$ cat src/rtl/mem_bus_master.sv
// CPU-side initiator for the synchronous 8-bit memory bus: one load/store at a time, strobe sequencing, read capture.
// Optional build macro MEM_BUS_ROM_PROTECT_EN rejects stores to the ROM region (addresses 0-127).
module mem_bus_master #(
    parameter int unsigned READ_WAIT = 0
) (
    input  logic       clk,
    input  logic       reset_n,
    input  logic       req_valid,
    output logic       req_ready,
    input  logic       req_write,
    input  logic [7:0] req_addr,
    input  logic [7:0] req_wdata,
    output logic       rsp_valid,
    output logic [7:0] rsp_rdata,
    output logic       rsp_err,
    output logic [7:0] mem_address,
    output logic       mem_write,
    output logic [7:0] mem_wdata,
    input  logic [7:0] mem_rdata
);

    typedef enum logic [2:0] {
        IDLE,
        ISSUE,
        WAIT,
        CAPTURE,
        DONE
    } state_e;

    localparam logic [2:0] WAIT_INIT = 3'(READ_WAIT);

    state_e     state_q, state_d;
    logic [2:0] wait_cnt_q, wait_cnt_d;
    logic       write_q, write_d;
    logic       reject_q, reject_d;
    logic [7:0] addr_q, addr_d;
    logic [7:0] wdata_q, wdata_d;
    logic [7:0] rdata_q, rdata_d;
    logic       mem_write_q, mem_write_d;
    logic       rsp_valid_q, rsp_valid_d;
    logic       rsp_err_q, rsp_err_d;
    logic       store_rejected;

`ifdef MEM_BUS_ROM_PROTECT_EN
    assign store_rejected = req_write && !req_addr[7];
`else
    assign store_rejected = 1'b0;
`endif

    always_comb begin
        // NOTE: every signal gets a default before the case so no path leaves it unassigned (no latches).
        state_d     = state_q;
        wait_cnt_d  = wait_cnt_q;
        write_d     = write_q;
        reject_d    = reject_q;
        addr_d      = addr_q;
        wdata_d     = wdata_q;
        rdata_d     = rdata_q;
        mem_write_d = 1'b0;
        rsp_valid_d = 1'b0;
        rsp_err_d   = 1'b0;

        unique case (state_q)
            IDLE: begin
                if (req_valid) begin
                    addr_d      = req_addr;
                    wdata_d     = req_wdata;
                    write_d     = req_write;
                    reject_d    = store_rejected;
                    // Strobe is registered so it is high for exactly the ISSUE cycle.
                    mem_write_d = req_write && !store_rejected;
                    state_d     = ISSUE;
                end
            end
            ISSUE: begin
                if (write_q) begin
                    rsp_valid_d = 1'b1;
                    rsp_err_d   = reject_q;
                    state_d     = DONE;
                end else if (WAIT_INIT != 3'd0) begin
                    wait_cnt_d = WAIT_INIT;
                    state_d    = WAIT;
                end else begin
                    state_d = CAPTURE;
                end
            end
            WAIT: begin
                wait_cnt_d = wait_cnt_q - 3'd1;
                if (wait_cnt_q <= 3'd1) begin
                    state_d = CAPTURE;
                end
            end
            CAPTURE: begin
                rdata_d     = mem_rdata;
                rsp_valid_d = 1'b1;
                rsp_err_d   = reject_q;
                state_d     = DONE;
            end
            DONE: begin
                state_d = IDLE;
            end
            default: begin
                state_d = IDLE;
            end
        endcase
    end

    // NOTE: state registers use non-blocking assignments so all flops update together at the edge.
    always_ff @(posedge clk or negedge reset_n) begin
        if (!reset_n) begin
            state_q     <= IDLE;
            wait_cnt_q  <= 3'd0;
            write_q     <= 1'b0;
            reject_q    <= 1'b0;
            addr_q      <= 8'h00;
            wdata_q     <= 8'h00;
            rdata_q     <= 8'h00;
            mem_write_q <= 1'b0;
            rsp_valid_q <= 1'b0;
            rsp_err_q   <= 1'b0;
        end else begin
            state_q     <= state_d;
            wait_cnt_q  <= wait_cnt_d;
            write_q     <= write_d;
            reject_q    <= reject_d;
            addr_q      <= addr_d;
            wdata_q     <= wdata_d;
            rdata_q     <= rdata_d;
            mem_write_q <= mem_write_d;
            rsp_valid_q <= rsp_valid_d;
            rsp_err_q   <= rsp_err_d;
        end
    end

    assign req_ready   = (state_q == IDLE);
    assign rsp_valid   = rsp_valid_q;
    assign rsp_rdata   = rdata_q;
    assign rsp_err     = rsp_err_q;
    assign mem_address = addr_q;
    assign mem_write   = mem_write_q;
    assign mem_wdata   = wdata_q;

endmodule

$ cat config.mk
export PLATFORM = sky130hd
export DESIGN_NAME = mem_bus_master
export DESIGN_NICKNAME = d
export VERILOG_FILES = /design/src/rtl/mem_bus_master.sv
export SDC_FILE = /design/constraint.sdc
export NUM_CORES = 1
export LEC_CHECK = 0
export ABC_AREA = 1
export ABC_CLOCK_PERIOD_IN_PS = 1200
export CORE_MARGIN = 5
export CORE_UTILIZATION = 39
export CTS_CLUSTER_DIAMETER = 150
export DETAILED_ROUTE_END_ITERATION = 10
export PLACE_DENSITY = 0.75
export SKIP_CTS_REPAIR_TIMING = 1
export SLEW_MARGIN = 20
export SYNTH_ARGS = -nofsm -noshare
export SYNTH_HDL_FRONTEND = slang
export SYNTH_SLANG_ARGS = --single-unit
export TNS_END_PERCENT = 100
$ cat constraint.sdc
create_clock -name clk -period 1.2 [get_ports clk]
set_input_delay 0.24 -clock clk [delete_from_list [all_inputs] [get_ports clk]]
set_output_delay 0.24 -clock clk [all_outputs]
set_load 0.02 [all_outputs]
After elaboration in Yosys (flattened, before gate mapping)
Cells that the tools add are included.

Add/sub/neg operators: 1. $lt $le $gt $ge: 1. Equality and inequality tests: 5. Muxes and demuxes: 8. Reduce and logical (&&, ||, !) cells: 3.

Operator list (count): one-hot mux 3 bit (4 select lines) (1); 2-to-1 mux 3 bit (3); == test 3 x 2 -> 1 bit, second input constant (2); inequality test 2 bit, second input constant (2); AND reduction 2 bit (2); == test 3 x 1 -> 1 bit, second input constant (1); less-or-equal comparator 3 x 1 -> 1 bit, second input constant (1); zero test 3 bit (1); 2-to-1 mux 1 bit (3); subtractor 3 x 1 -> 3 bit, second input constant (1); one-hot mux 1 bit (2 select lines) (1).

Flip-flop bits (word level): 33. Input port bits: 28. Output and inout port bits: 28. Logic and storage cells: 26.

Depth between registers and ports, before layout
Depth after elaboration: 3. Gate-level depth with buffers: 7.

Worst setup path after synthesis
No wires, ideal clock.

Kind: register to register. Start: reg state_q[2]. End: reg addr_q[0], in the netlist mem_address[0]. Arrival: 1026 ps. Required time: 1085 ps. Setup slack: 59 ps. Cell stages (with the launch flop): 8. Clock period less this slack: 1141 ps. Cell sequence: dfrtp_1 > nor2_4 > nand2_4 > inv_8 > nand2_8 > buf_12 > nand2_2 > nand2_2.

Word-level cells in the longest chain between the ends: 2.

Ends and longest elaborated chain: start, declared (RTL line 32) `state_e state_q, state_d;`; start signal, assigned (RTL line 122) `state_q <= state_d;`; zero test 3 bit (RTL line 63) `unique case (state_q)`; AND reduction 2 bit (no source line); end signal, assigned (RTL line 126) `addr_q <= addr_d;`; end, declared (RTL line 36) `logic [7:0] addr_q, addr_d;`.

Every way passes these cells. A chain may end at the register's enable or synchronous reset.

Final worst setup path
Start: reg state_q[2]. End: out req_ready.

Word-level cells in the longest chain between the ends: 1.

Ends and longest elaborated chain: zero test 3 bit (RTL line 135) `assign req_ready = (state_q == IDLE);`; end, declared (RTL line 9) `output logic req_ready,`.

Every way passes these cells.

==> metrics.md <==
| Metric | Value |
|---|---|
| Run status | finished, violations left |
| Failing checks | setup timing |
| H-tree levels | 2 |
| Reg clk slew, reported paths | 0.07 ns |
| Area grow syn2layout | 66.8% |
| CTS max path bufs | 2 |
| DRC | 0 |
| Max Fclk | 0.726 GHz |
| Final Power | 6640 uW |
| Clock skew | 0.00676 ns |
| Via density per instance | 4.56 |
| Area contributors post-synth | dfrtp_1, nand2_1, nand3_1, nand2_2, inv_1 |
| Yosys top cell by area | dfrtp_1 |
| Routed wire length | 3600 um |
| Netlist Area Pre-Place | 1470 sq um |
| LEAKAGE | 0.00148 uW |
| Mapped Cells | 152 |
| Final #Nets | 263 |
| Vias | 1285 |
| Num CTS Buffers | 5 |
| GPL Wtd Cong | 0.729 |
| CTS tree | yes |
| Capture point of the worst reg-to-reg path | mem_address[5] |
| Combinational power share | 0.575 |
| Post-route antenna net violation count | 0 |
| Clock power frac | 0.136 |
| Antenna violations before repair | 0 |
| Die Ht | 71.3 um |
| Register area share after synthesis | 0.564 |
| Initial DRC Count | 60 |
| Power density cells | 2720 nW/um^2 |
| Reg-to-reg slack, setup | -0.01 ns |
| Core area | 3660 sq um |
| Worst EP arrival | 1.14 ns |
| Vias in the first global route | 1198 |
| Hold WC Path Type | in2async |
| IO Pins | 56 |
| Cell row count | 22 |
| Critical Path Start Type | register |
| Setup TNS | -0.185 ns |
| WL/cell | 12.8 um |
| Initial Utilization | 0.400 |
| VDD IR-drop max | 1.05 mV |
| CP endpoint kind | output pin |
| Sw Share | 0.403 |
| Synth top area share | 0.564 |
| Grt ovf | 0 |
| CTS sink count | 33 |
| First-pass GRT wire length | 5420 um |
| Sequential Power Share | 0.289 |
| WP buf/inv | 2 |
| Final core utilization | 0.667 |
| Die Area | 5080 sq um |
| Synthesis Warnings | 0 |
| Top delay family on crit path | flip-flops |
| Final Cycle Share | 1.15 |
| Final Max Slew Viols | 0 |
| Cell Chain, Critical Path | nor2_4 -> nand2_4 -> inv_8 -> buf_2 |
| Post-Syn Nets | 182 |
| RSZ-0062 raised after global routing | yes |
| ANT cells | 0 |
| Max-cap violations | 0 |
| Int Pwr | 3960 uW |
| Synthesized flop and latch total | 33 |
| Crit Path Max Fanout | 2 |
| CP Data Required Time | 0.96 ns |
| Worst-case reg-to-reg path depth | 7 |
| Syn avg cell area | 9.64 sq um |
| Setup ws final | -0.177 ns |
| Sw Pwr | 2680 uW |
| Hold Violations, Final | 0 |
| HPWL after detailed placement | 2410 um |
| Initial DRT Pass Iterations | 4 |
| Tmin final | 1.38 ns |
| Non-Filler Cell Area, Final | 2440 sq um |
| Total track usage | 0.137 |
| CTS root buf | clkbuf_8 |
| Placed cell areas | 2170 sq um |
| Largest net degree at the start of global routing | 34 |
| Port Buf Inserts | 54 |
| Setup violations, final | 2 |
| Crit path kind | reg2out |
| Clk Latency, worst-skew pair | 0.28 ns |
| DIE WIDTH | 71.3 um |
| Slowest CP cell | dfrtp_1 |
| Worst slack, placed | -0.305 ns |
| Worst path max stage delay | 0.41 ns |
| Netlist cell types | 20 |
| Fraction of layout cells with a size suffix above 1 | 0.269 |
| RR Startpoint | state_q[2] |
==> worst register-to-register path: stages (launching register included) <==
cell	delay, ns
dfrtp_1	0.41
nor2_4	0.15
nand2_4	0.09
inv_8	0.06
buf_12	0.14
buf_12	0.12
nand3_1	0.10
nand2_2	0.08
==> power groups by stage <==
stage / clock network [uW] / logic [uW] / registers (uW)
6_report: 906 / 3820 / 1920
3_5_place_dp: 0 / 3420 / 1950
3_3_place_gp: 0 / 3360 / 1940
4_1_cts: 937 / 3440 / 1940
2_1_floorplan: 0 / 1390 / 2480
5_1_grt: 971 / 4140 / 1990
==> how the worst max path moves through the flow <==
| stage | startpoint | to | slack (ns) | cells past startpoint |
|---|---|---|---|---|
| 5_1_grt | state_q[2] | req_ready | -0.22 | 4 |
| 2_1_floorplan | state_q[2] | mem_address[0] | 0.06 | 7 |
| 3_3_place_gp | state_q[0] | req_ready | -0.28 | 4 |
| 3_5_place_dp | state_q[0] | req_ready | -0.31 | 4 |
| 6_report | state_q[2] | req_ready | -0.18 | 4 |
| 4_1_cts | state_q[0] | req_ready | -0.62 | 4 |
==> per-stage QoR <==
step	std cells	hold slack (ns)
floorplan	152	-0.0556
finish	282	0.326
global route	282	0.340
detailed placement	267	0.458
CTS	275	0.330
global placement	267	0.454
==> cell type report <==
class,count,area (sq um)
multi-input combinational,106,593
sequential,33,826
clock buffer,7,96.3
clock inverter,1,5.00
fill,291,1220
timing repair buffer,78,822
inverter,9,41.3
tap,48,60.1
==> kinds of logic after synthesis <==
group / share of synthesized area
other: 0.00256
DFF: 0.564
AOI/OAI and AO/OA: 0.00683
xor gates and xnor gates: 0.0120
adders and majority gates: 0.0171
and+or+nand+nor: 0.333
buffers and inverters: 0.0649
==> cells in the mapped netlist, drive strengths merged <==
cell type	instances
nand3	26
xor2	2
buf	6
inv	9
ha	2
conb	1
nand2	61
nor2	8
dfrtp	33
o21ai	2
nor3	2
==> registers in the layout (all words and copies together), names as in the netlist <==
name         cells
mem_address      8
rsp_rdata        8
wait_cnt_q       3
rsp_valid        1
state_q          3
mem_write        1
mem_wdata        8
write_q          1
==> layer usage <==
metal / wire (um) / global-route usage / vias up / part of all wire
met1: 1490 / 0.175 / 581 / 0.42
met3: 314 / 0.0589 / 9 / 0.087
met2: 1710 / 0.210 / 51 / 0.47
met4: 81 / 0.0438 / 0 / 0.023
met5: 0 / 0 / - / 0
li1: - / - / 644 / -
==> cells in the final DEF, fill, tap and decap left out, types with 2 or more instances in the layout <==
cell type	n
nor2_2	2
clkbuf_8	7
nand2_2	18
clkdlybuf4s50_1	27
nand3_1	24
dlymetal6s2s_1	26
buf_12	3
nor2_1	4
nand3_2	2
buf_4	20
xor2_1	2
nor2_4	2
ha_1	2
nor3_1	2
nand2_4	3
inv_1	8
dfrtp_1	33
nand2_1	40
nand2_8	2
No activity file was read; power rests on OpenSTA's default activity.
